`src/rtl/seg7_pkg.sv`:
```
// rtl/seg7_pkg.sv - shared constants, segment table and state type for seg7_scan_mux
package seg7_pkg;

  localparam int SEG_A = 0;
  localparam int SEG_B = 1;
  localparam int SEG_C = 2;
  localparam int SEG_D = 3;
  localparam int SEG_E = 4;
  localparam int SEG_F = 5;
  localparam int SEG_G = 6;
  localparam int SEG_W = SEG_G - SEG_A + 1;

  localparam logic [SEG_W-1:0] SEG_OFF = 7'h7F;

  // Active-low {g,f,e,d,c,b,a}; entry 0 is the rightmost listed value.
  localparam logic [15:0][SEG_W-1:0] SEG_HEX_N = {
    7'h0E, 7'h06, 7'h21, 7'h46, 7'h03, 7'h08, 7'h10, 7'h00,
    7'h78, 7'h02, 7'h12, 7'h19, 7'h30, 7'h24, 7'h79, 7'h40
  };

  typedef enum logic {
    ST_BLANK,
    ST_SCAN
  } state_e;

endpackage

```
`src/rtl/seg7_scan_mux_if.sv`:
```
// rtl/seg7_scan_mux_if.sv - value handshake between status logic and seg7_scan_mux
interface seg7_scan_mux_if #(
  parameter int DIGITS = 4
) ();

  logic                  in_valid;
  logic                  in_ready;
  logic [4*DIGITS-1:0]   in_data;
  logic [DIGITS-1:0]     in_dp;

  modport master (output in_valid, output in_data, output in_dp, input in_ready);
  modport slave  (input in_valid, input in_data, input in_dp, output in_ready);

endinterface

```
`src/rtl/seg7_hex_decode.sv`:
```
// rtl/seg7_hex_decode.sv - 4-bit hex to active-low 7-segment pattern
module seg7_hex_decode
  import seg7_pkg::*;
(
  input  logic [3:0]       nibble,
  output logic [SEG_W-1:0] seg_n
);

  assign seg_n = SEG_HEX_N[nibble];

endmodule

```
`src/rtl/seg7_scan_mux.sv`:
```
// rtl/seg7_scan_mux.sv - time-multiplexed multi-digit 7-segment driver
// Values are double-buffered and only swapped in at frame boundaries.
module seg7_scan_mux
  import seg7_pkg::*;
#(
  parameter int DIGITS        = 4,
  parameter int PRESCALE      = 50000,
  parameter int GUARD         = 500,
  parameter int LEADING_BLANK = 1
) (
  input  logic              clk,
  input  logic              rstn,
  seg7_scan_mux_if.slave    in_if,
  output logic [6:0]        segments_n,
  output logic              dp_n,
  output logic [DIGITS-1:0] digit_en_n
);

  localparam int DW = (DIGITS > 1) ? $clog2(DIGITS) : 1;
  localparam int PW = (PRESCALE > 1) ? $clog2(PRESCALE) : 1;

  logic [PW-1:0]          pcnt_q, pcnt_d;
  logic [DW-1:0]          dig_q, dig_d;
  state_e                 state_q, state_d;
  logic                   pend_full_q, pend_full_d;
  logic [4*DIGITS-1:0]    pend_data_q, pend_data_d;
  logic [DIGITS-1:0]      pend_dp_q, pend_dp_d;
  logic [4*DIGITS-1:0]    disp_data_q, disp_data_d;
  logic [DIGITS-1:0]      disp_dp_q, disp_dp_d;
  logic [6:0]             seg_q, seg_d;
  logic                   dp_q, dp_d;
  logic [DIGITS-1:0]      en_q, en_d;

  logic                   last_slot;
  logic                   boundary;
  logic                   take;
  logic                   nz;
  logic [DIGITS-1:0]      lit_mask;
  logic [3:0]             sel_nib;
  logic                   sel_dp;
  logic                   sel_lit;
  logic [6:0]             dec_seg;

  assign in_if.in_ready = !pend_full_q;

  always_comb begin
    last_slot = (pcnt_q == PW'(PRESCALE - 1));
    boundary  = last_slot && (dig_q == DW'(DIGITS - 1));
    take      = in_if.in_valid && !pend_full_q;

    pcnt_d = last_slot ? '0 : pcnt_q + 1'b1;
    dig_d  = dig_q;
    if (last_slot) begin
      dig_d = (dig_q == DW'(DIGITS - 1)) ? '0 : dig_q + 1'b1;
    end

    state_d     = state_q;
    pend_full_d = pend_full_q;
    pend_data_d = pend_data_q;
    pend_dp_d   = pend_dp_q;
    disp_data_d = disp_data_q;
    disp_dp_d   = disp_dp_q;
    // take and a consuming boundary are exclusive: take needs pend_full_q low.
    if (boundary && pend_full_q) begin
      disp_data_d = pend_data_q;
      disp_dp_d   = pend_dp_q;
      pend_full_d = 1'b0;
      state_d     = ST_SCAN;
    end else if (take) begin
      pend_data_d = in_if.in_data;
      pend_dp_d   = in_if.in_dp;
      pend_full_d = 1'b1;
    end
  end

  // A digit stays lit if it or any more-significant nibble is non-zero.
  always_comb begin
    nz       = 1'b0;
    lit_mask = '0;
    for (int i = DIGITS - 1; i >= 0; i--) begin
      nz          = nz | (|disp_data_q[4*i +: 4]);
      lit_mask[i] = nz || (i == 0) || (LEADING_BLANK == 0);
    end
  end

  always_comb begin
    sel_nib = disp_data_q[3:0];
    sel_dp  = disp_dp_q[0];
    sel_lit = lit_mask[0];
    for (int i = 1; i < DIGITS; i++) begin
      if (dig_q == DW'(i)) begin
        sel_nib = disp_data_q[4*i +: 4];
        sel_dp  = disp_dp_q[i];
        sel_lit = lit_mask[i];
      end
    end
  end

  seg7_hex_decode u_dec (
    .nibble (sel_nib),
    .seg_n  (dec_seg)
  );

  always_comb begin
    seg_d = SEG_OFF;
    dp_d  = 1'b1;
    en_d  = '1;
    if (state_q == ST_SCAN && pcnt_q >= PW'(GUARD) && sel_lit) begin
      seg_d = dec_seg;
      dp_d  = !sel_dp;
      for (int i = 0; i < DIGITS; i++) begin
        if (dig_q == DW'(i)) en_d[i] = 1'b0;
      end
    end
  end

  always_ff @(posedge clk) begin
    if (!rstn) begin
      pcnt_q      <= '0;
      dig_q       <= '0;
      state_q     <= ST_BLANK;
      pend_full_q <= 1'b0;
      pend_data_q <= '0;
      pend_dp_q   <= '0;
      disp_data_q <= '0;
      disp_dp_q   <= '0;
      seg_q       <= SEG_OFF;
      dp_q        <= 1'b1;
      en_q        <= '1;
    end else begin
      pcnt_q      <= pcnt_d;
      dig_q       <= dig_d;
      state_q     <= state_d;
      pend_full_q <= pend_full_d;
      pend_data_q <= pend_data_d;
      pend_dp_q   <= pend_dp_d;
      disp_data_q <= disp_data_d;
      disp_dp_q   <= disp_dp_d;
      seg_q       <= seg_d;
      dp_q        <= dp_d;
      en_q        <= en_d;
    end
  end

  assign segments_n = seg_q;
  assign dp_n       = dp_q;
  assign digit_en_n = en_q;

endmodule
```
`src/flat_wrapper.sv`:
```
// flat-port wrapper written by rule: the top's interface ports become plain ports
module seg7_scan_mux_flat import seg7_pkg::*;
#(
  parameter int DIGITS        = 4,
  parameter int PRESCALE      = 50000,
  parameter int GUARD         = 500,
  parameter int LEADING_BLANK = 1
)
  (clk, rstn, segments_n, dp_n, digit_en_n, in_if_in_valid, in_if_in_data, in_if_in_dp, in_if_in_ready);
  seg7_scan_mux_if #(.DIGITS(DIGITS)) in_if_i ();
  input  logic clk;
  input  logic rstn;
  output logic [6:0] segments_n;
  output logic dp_n;
  output logic [DIGITS-1:0] digit_en_n;
  input wire logic [$bits(in_if_i.in_valid)-1:0] in_if_in_valid;
  input wire logic [$bits(in_if_i.in_data)-1:0] in_if_in_data;
  input wire logic [$bits(in_if_i.in_dp)-1:0] in_if_in_dp;
  output wire logic [$bits(in_if_i.in_ready)-1:0] in_if_in_ready;
  assign in_if_i.in_valid = in_if_in_valid;
  assign in_if_i.in_data = in_if_in_data;
  assign in_if_i.in_dp = in_if_in_dp;
  assign in_if_in_ready = in_if_i.in_ready;
  seg7_scan_mux #(.DIGITS(DIGITS), .PRESCALE(PRESCALE), .GUARD(GUARD), .LEADING_BLANK(LEADING_BLANK)) u_core (.clk(clk), .rstn(rstn), .in_if(in_if_i), .segments_n(segments_n), .dp_n(dp_n), .digit_en_n(digit_en_n));
endmodule
```
`config.mk`:
```
export PLATFORM = sky130hd
export DESIGN_NAME = seg7_scan_mux_flat
export DESIGN_NICKNAME = d
export VERILOG_FILES = /design/src/rtl/seg7_pkg.sv /design/src/rtl/seg7_scan_mux_if.sv /design/src/rtl/seg7_hex_decode.sv /design/src/rtl/seg7_scan_mux.sv /design/src/flat_wrapper.sv
export SDC_FILE = /design/constraint.sdc
export NUM_CORES = 1
export LEC_CHECK = 0
export ABC_AREA = 1
export CORE_MARGIN = 5
export CORE_UTILIZATION = 40
export DETAILED_ROUTE_END_ITERATION = 12
export GPL_TIMING_DRIVEN = 1
export PLACE_DENSITY = 0.62
export SLEW_MARGIN = 20
export SYNTH_ARGS = -nofsm -noshare
export SYNTH_HDL_FRONTEND = slang
export SYNTH_SLANG_ARGS = --single-unit
```
`constraint.sdc`:
```
create_clock -name clk -period 3.3 [get_ports clk]
set_input_delay 0.825 -clock clk [delete_from_list [all_inputs] [get_ports clk]]
set_output_delay 0.825 -clock clk [all_outputs]
set_load 0.01 [all_outputs]
```
==> results by group <==
Status
  • Outcome: finished, final reports clean

Setup path
  • CP startpoint kind: flop
  • Endpoint class of the critical path: flop
  • Data required time at the worst endpoint: 3.50 ns
  • Worst-path maximum fanout: 8
  • Critical Path AT: 2.44 ns
  • FF-to-FF End: u_core.segments_n[5]
  • R2r startpoint: u_core.dig_q[1]
  • Setup crit end: u_core.segments_n[5]
  • Crit path kind: flop to flop
  • CP startpoint: u_core.dig_q[1]
  • Reg-to-reg setup timing slack: 1.06 ns
  • Worst R2R Path Depth: 12

CTS
  • Clk pin slew, worst setup/hold paths: 0.08 ns
  • CTS buffer count: 9
  • Clk_lat worst skew: 0.34 ns
  • CTS sink cnt: 72
  • Clock root cell: clkbuf_8
  • Postcts setup bufs: 0
  • Cts hold-fix bufs: 0
  • CTS tree: done
  • Cts repair resizes: 0
  • Maximum clock path buffer count: 2
  • Max H-tree Level: 3

Floorplanning
  • Die width: 101 µm
  • Row count: 33
  • Die Y: 101 µm
  • Initial core utilization: 40.8%
  • I/O Pins: 36
  • Core area: 8130 µm²
  • DIE AREA: 10200 µm²

Drt
  • Routed vias: 2863
  • Vias/cell: 4.60
  • Post-DRT Antenna Nets: 0
  • Drt first pass iters: 4
  • Drt total wl: 6780 µm
  • DR DRC count: 0
  • Routed length per instance: 10.9 µm
  • DR iter-0 viols: 97

Timing
  • Max_slew headroom: 61.1%
  • Tcrit/Tclk final: 67.9%
  • Final setup violation count: 0
  • Slew Limit Fails: 0
  • Fin crit period: 2.24 ns
  • RSZ-0062 raised after global routing: no
  • Fin Clk Skew: 0.00978 ns
  • Fin. Hold Viols: 0
  • Fmax: 446 MHz
  • Worst slew pin tran: 0.582 ns
  • Hold WS: 0.463 ns
  • Setup_tns: 0 ns

Finish
  • Inserted Diodes: 0
  • Fill count: 833
  • Nets: 547
  • Syn-to-layout area delta: 19.0%
  • Layout cells sized above 1: 6.38%

Place
  • Detailed-placement wirelength estimate: 4680 µm
  • RD Place Congestion: 0.795
  • Number of port buffers: 35

Logic synthesis
  • Mean Syn Cell Area: 6.90 µm²
  • Mapped Area: 3320 µm²
  • Synth Register Bits: 72
  • Post-synthesis cell count: 481
  • Syn_nets: 516
  • Post-synthesis sequential area ratio: 43.4%
  • Yosys warns: 0
  • Yosys cell types: 33

Power and ir drop
  • Switching share of power: 21.8%
  • Clk pwr share: 44.1%
  • Sw Pwr: 0.384 mW
  • VDD IR-drop max: 0.000205 V
  • Leakage: 1.83 nW
  • Sequential share of power: 51.4%
  • P_int: 1.38 mW
  • Power Density: 446 nW/µm²
  • Gate power share: 4.6%

Global routing
  • First-pass GRT wire length: 11600 µm
  • Largest net degree at the start of global routing: 43
  • Vias in the first global route: 2588
  • Overall routing resource usage: 14.0%
  • Overflow after GRT: 0
  • Initial antenna violation count: 0

Job
  • Max_cap viols: 0

Min path
  • Hold Path Class: flop to flop
==> through the flow <==
step	worst slack [ns]	instances	power (mW)	area, µm²	util (%)
finish	1.06	622	1.76	3950	48.6
global route	0.739	622	1.82	3950	48.6
CTS	1.04	622	1.78	3950	48.6
detailed placement	0.948	606	1.01	3730	45.8
global placement	0.987	606	1.00	3730	45.8
floorplan	1.42	481	0.963	3320	-
==> cells in the mapped netlist <==
cell type / instances / area (µm²)
buf_1: 1 / 3.75
o21a_1: 1 / 7.51
nor2_2: 2 / 12.5
clkinv_1: 2 / 7.51
o211ai_1: 2 / 15.0
a21boi_1: 2 / 15.0
nand2_1: 114 / 428
nand2_2: 2 / 12.5
xnor2_1: 1 / 8.76
a22oi_1: 1 / 7.51
inv_2: 6 / 22.5
buf_6: 2 / 22.5
buf_2: 5 / 25.0
nand3_1: 33 / 165
clkbuf_1: 8 / 30.0
o21ai_0: 24 / 120
nand4_1: 5 / 31.3
nor3_4: 1 / 16.3
dfxtp_1: 72 / 1440
nor2_1: 102 / 383
nand3b_1: 1 / 7.51
o21ai_2: 1 / 8.76
nor4_1: 1 / 6.26
nand3_2: 1 / 10.0
buf_4: 2 / 15.0
nor3b_1: 2 / 15.0
a21oi_2: 1 / 8.76
nand4_4: 1 / 21.3
inv_1: 53 / 199
nor3_1: 3 / 15.0
xor2_1: 1 / 8.76
ha_1: 12 / 150
a21oi_1: 16 / 80.1
==> logic make-up (layout without fill, tap and decap cells) <==
group	count (synthesis)	after routing	share of synthesized area, %
fa+ha+maj	12	12	4.52
xor+xnor	2	2	0.528
simple gates	268	268	33.8
flops	72	72	43.4
compound gates	48	48	7.91
buf+inv	79	115	9.80
==> critical path, cell delays in order, from the launching register on <==
cell,delay (ns)
dfxtp_1,0.33
inv_1,0.09
ha_1,0.37
inv_2,0.10
nand2_1,0.07
nand3_1,0.07
a21boi_1,0.36
inv_1,0.15
ha_1,0.24
nand2_1,0.11
nand2_1,0.08
nand2_1,0.06
nand3_1,0.07
==> layer usage <==
layer  GRT usage [%]  up-vias  wire length [µm]
met5               0        -                 0
met4            5.42        0               131
met3            3.04       13               256
met2            21.9       48              2960
met1            18.8     1252              3430
li1                -     1550                 -
==> cells in the final DEF, fill, tap and decap left out, types with 2 or more instances in the layout <==
master and n:
nand2_1 114, nor2_1 102, dfxtp_1 72, inv_1 53, clkdlybuf4s50_1 35, nand3_1 33, o21ai_0 24, a21oi_1 16
ha_1 12, clkbuf_8 10, inv_2 6, nand4_1 5, nor3_1 3, buf_4 3, a21boi_1 2, nand2_2 2
nor2_2 2, o211ai_1 2, clkinv_1 2, nor3b_1 2, bufinv_16 2, clkinvlp_4 2
==> how the worst min path moves through the flow <==
stage / start / end / slack (ns) / cells after the start
floorplan: u_core.state_q / u_core.state_q / 0.43 / 2
global placement: u_core.state_q / u_core.state_q / 0.44 / 2
detailed placement: u_core.pcnt_q[0] / u_core.pcnt_q[0] / 0.45 / 1
CTS: u_core.state_q / u_core.state_q / 0.47 / 2
global route: u_core.state_q / u_core.state_q / 0.50 / 2
finish: u_core.pcnt_q[0] / u_core.pcnt_q[0] / 0.46 / 1
==> area by class of cell <==
type                            instances  area (µm²)  share of cell area, %
Clock inverter                          5        80.1                   2.03
Tap cell                              105         131                   3.33
Multi-Input combinational cell        330        1550                   39.3
Sequential cell                        72        1440                   36.5
Inverter                               61         229                   5.80
Clock buffer                           11         141                   3.58
Timing Repair Buffer                   38         373                   9.44
==> flip-flops by register name (all words and copies together), names as in the netlist <==
register            flops
u_core.digit_en_n       4
u_core.pend_data_q     16
u_core.dig_q            2
u_core.state_q          1
u_core.pend_dp_q        4
u_core.segments_n       7
u_core.pcnt_q          16
u_core.disp_data_q     16
u_core.pend_full_q      1
u_core.dp_n             1
u_core.disp_dp_q        4
==> power groups by stage <==
stage / Clock, mW / Sequential [mW] / Combinational (mW)
after global routing: 0.822 / 0.908 / 0.0918
after detailed placement: 0 / 0.925 / 0.0810
after floorplan: 0 / 0.921 / 0.0428
final: 0.776 / 0.905 / 0.0804
after CTS: 0.791 / 0.905 / 0.0821
after global placement: 0 / 0.924 / 0.0799
(Power assumes the default switching activity.)
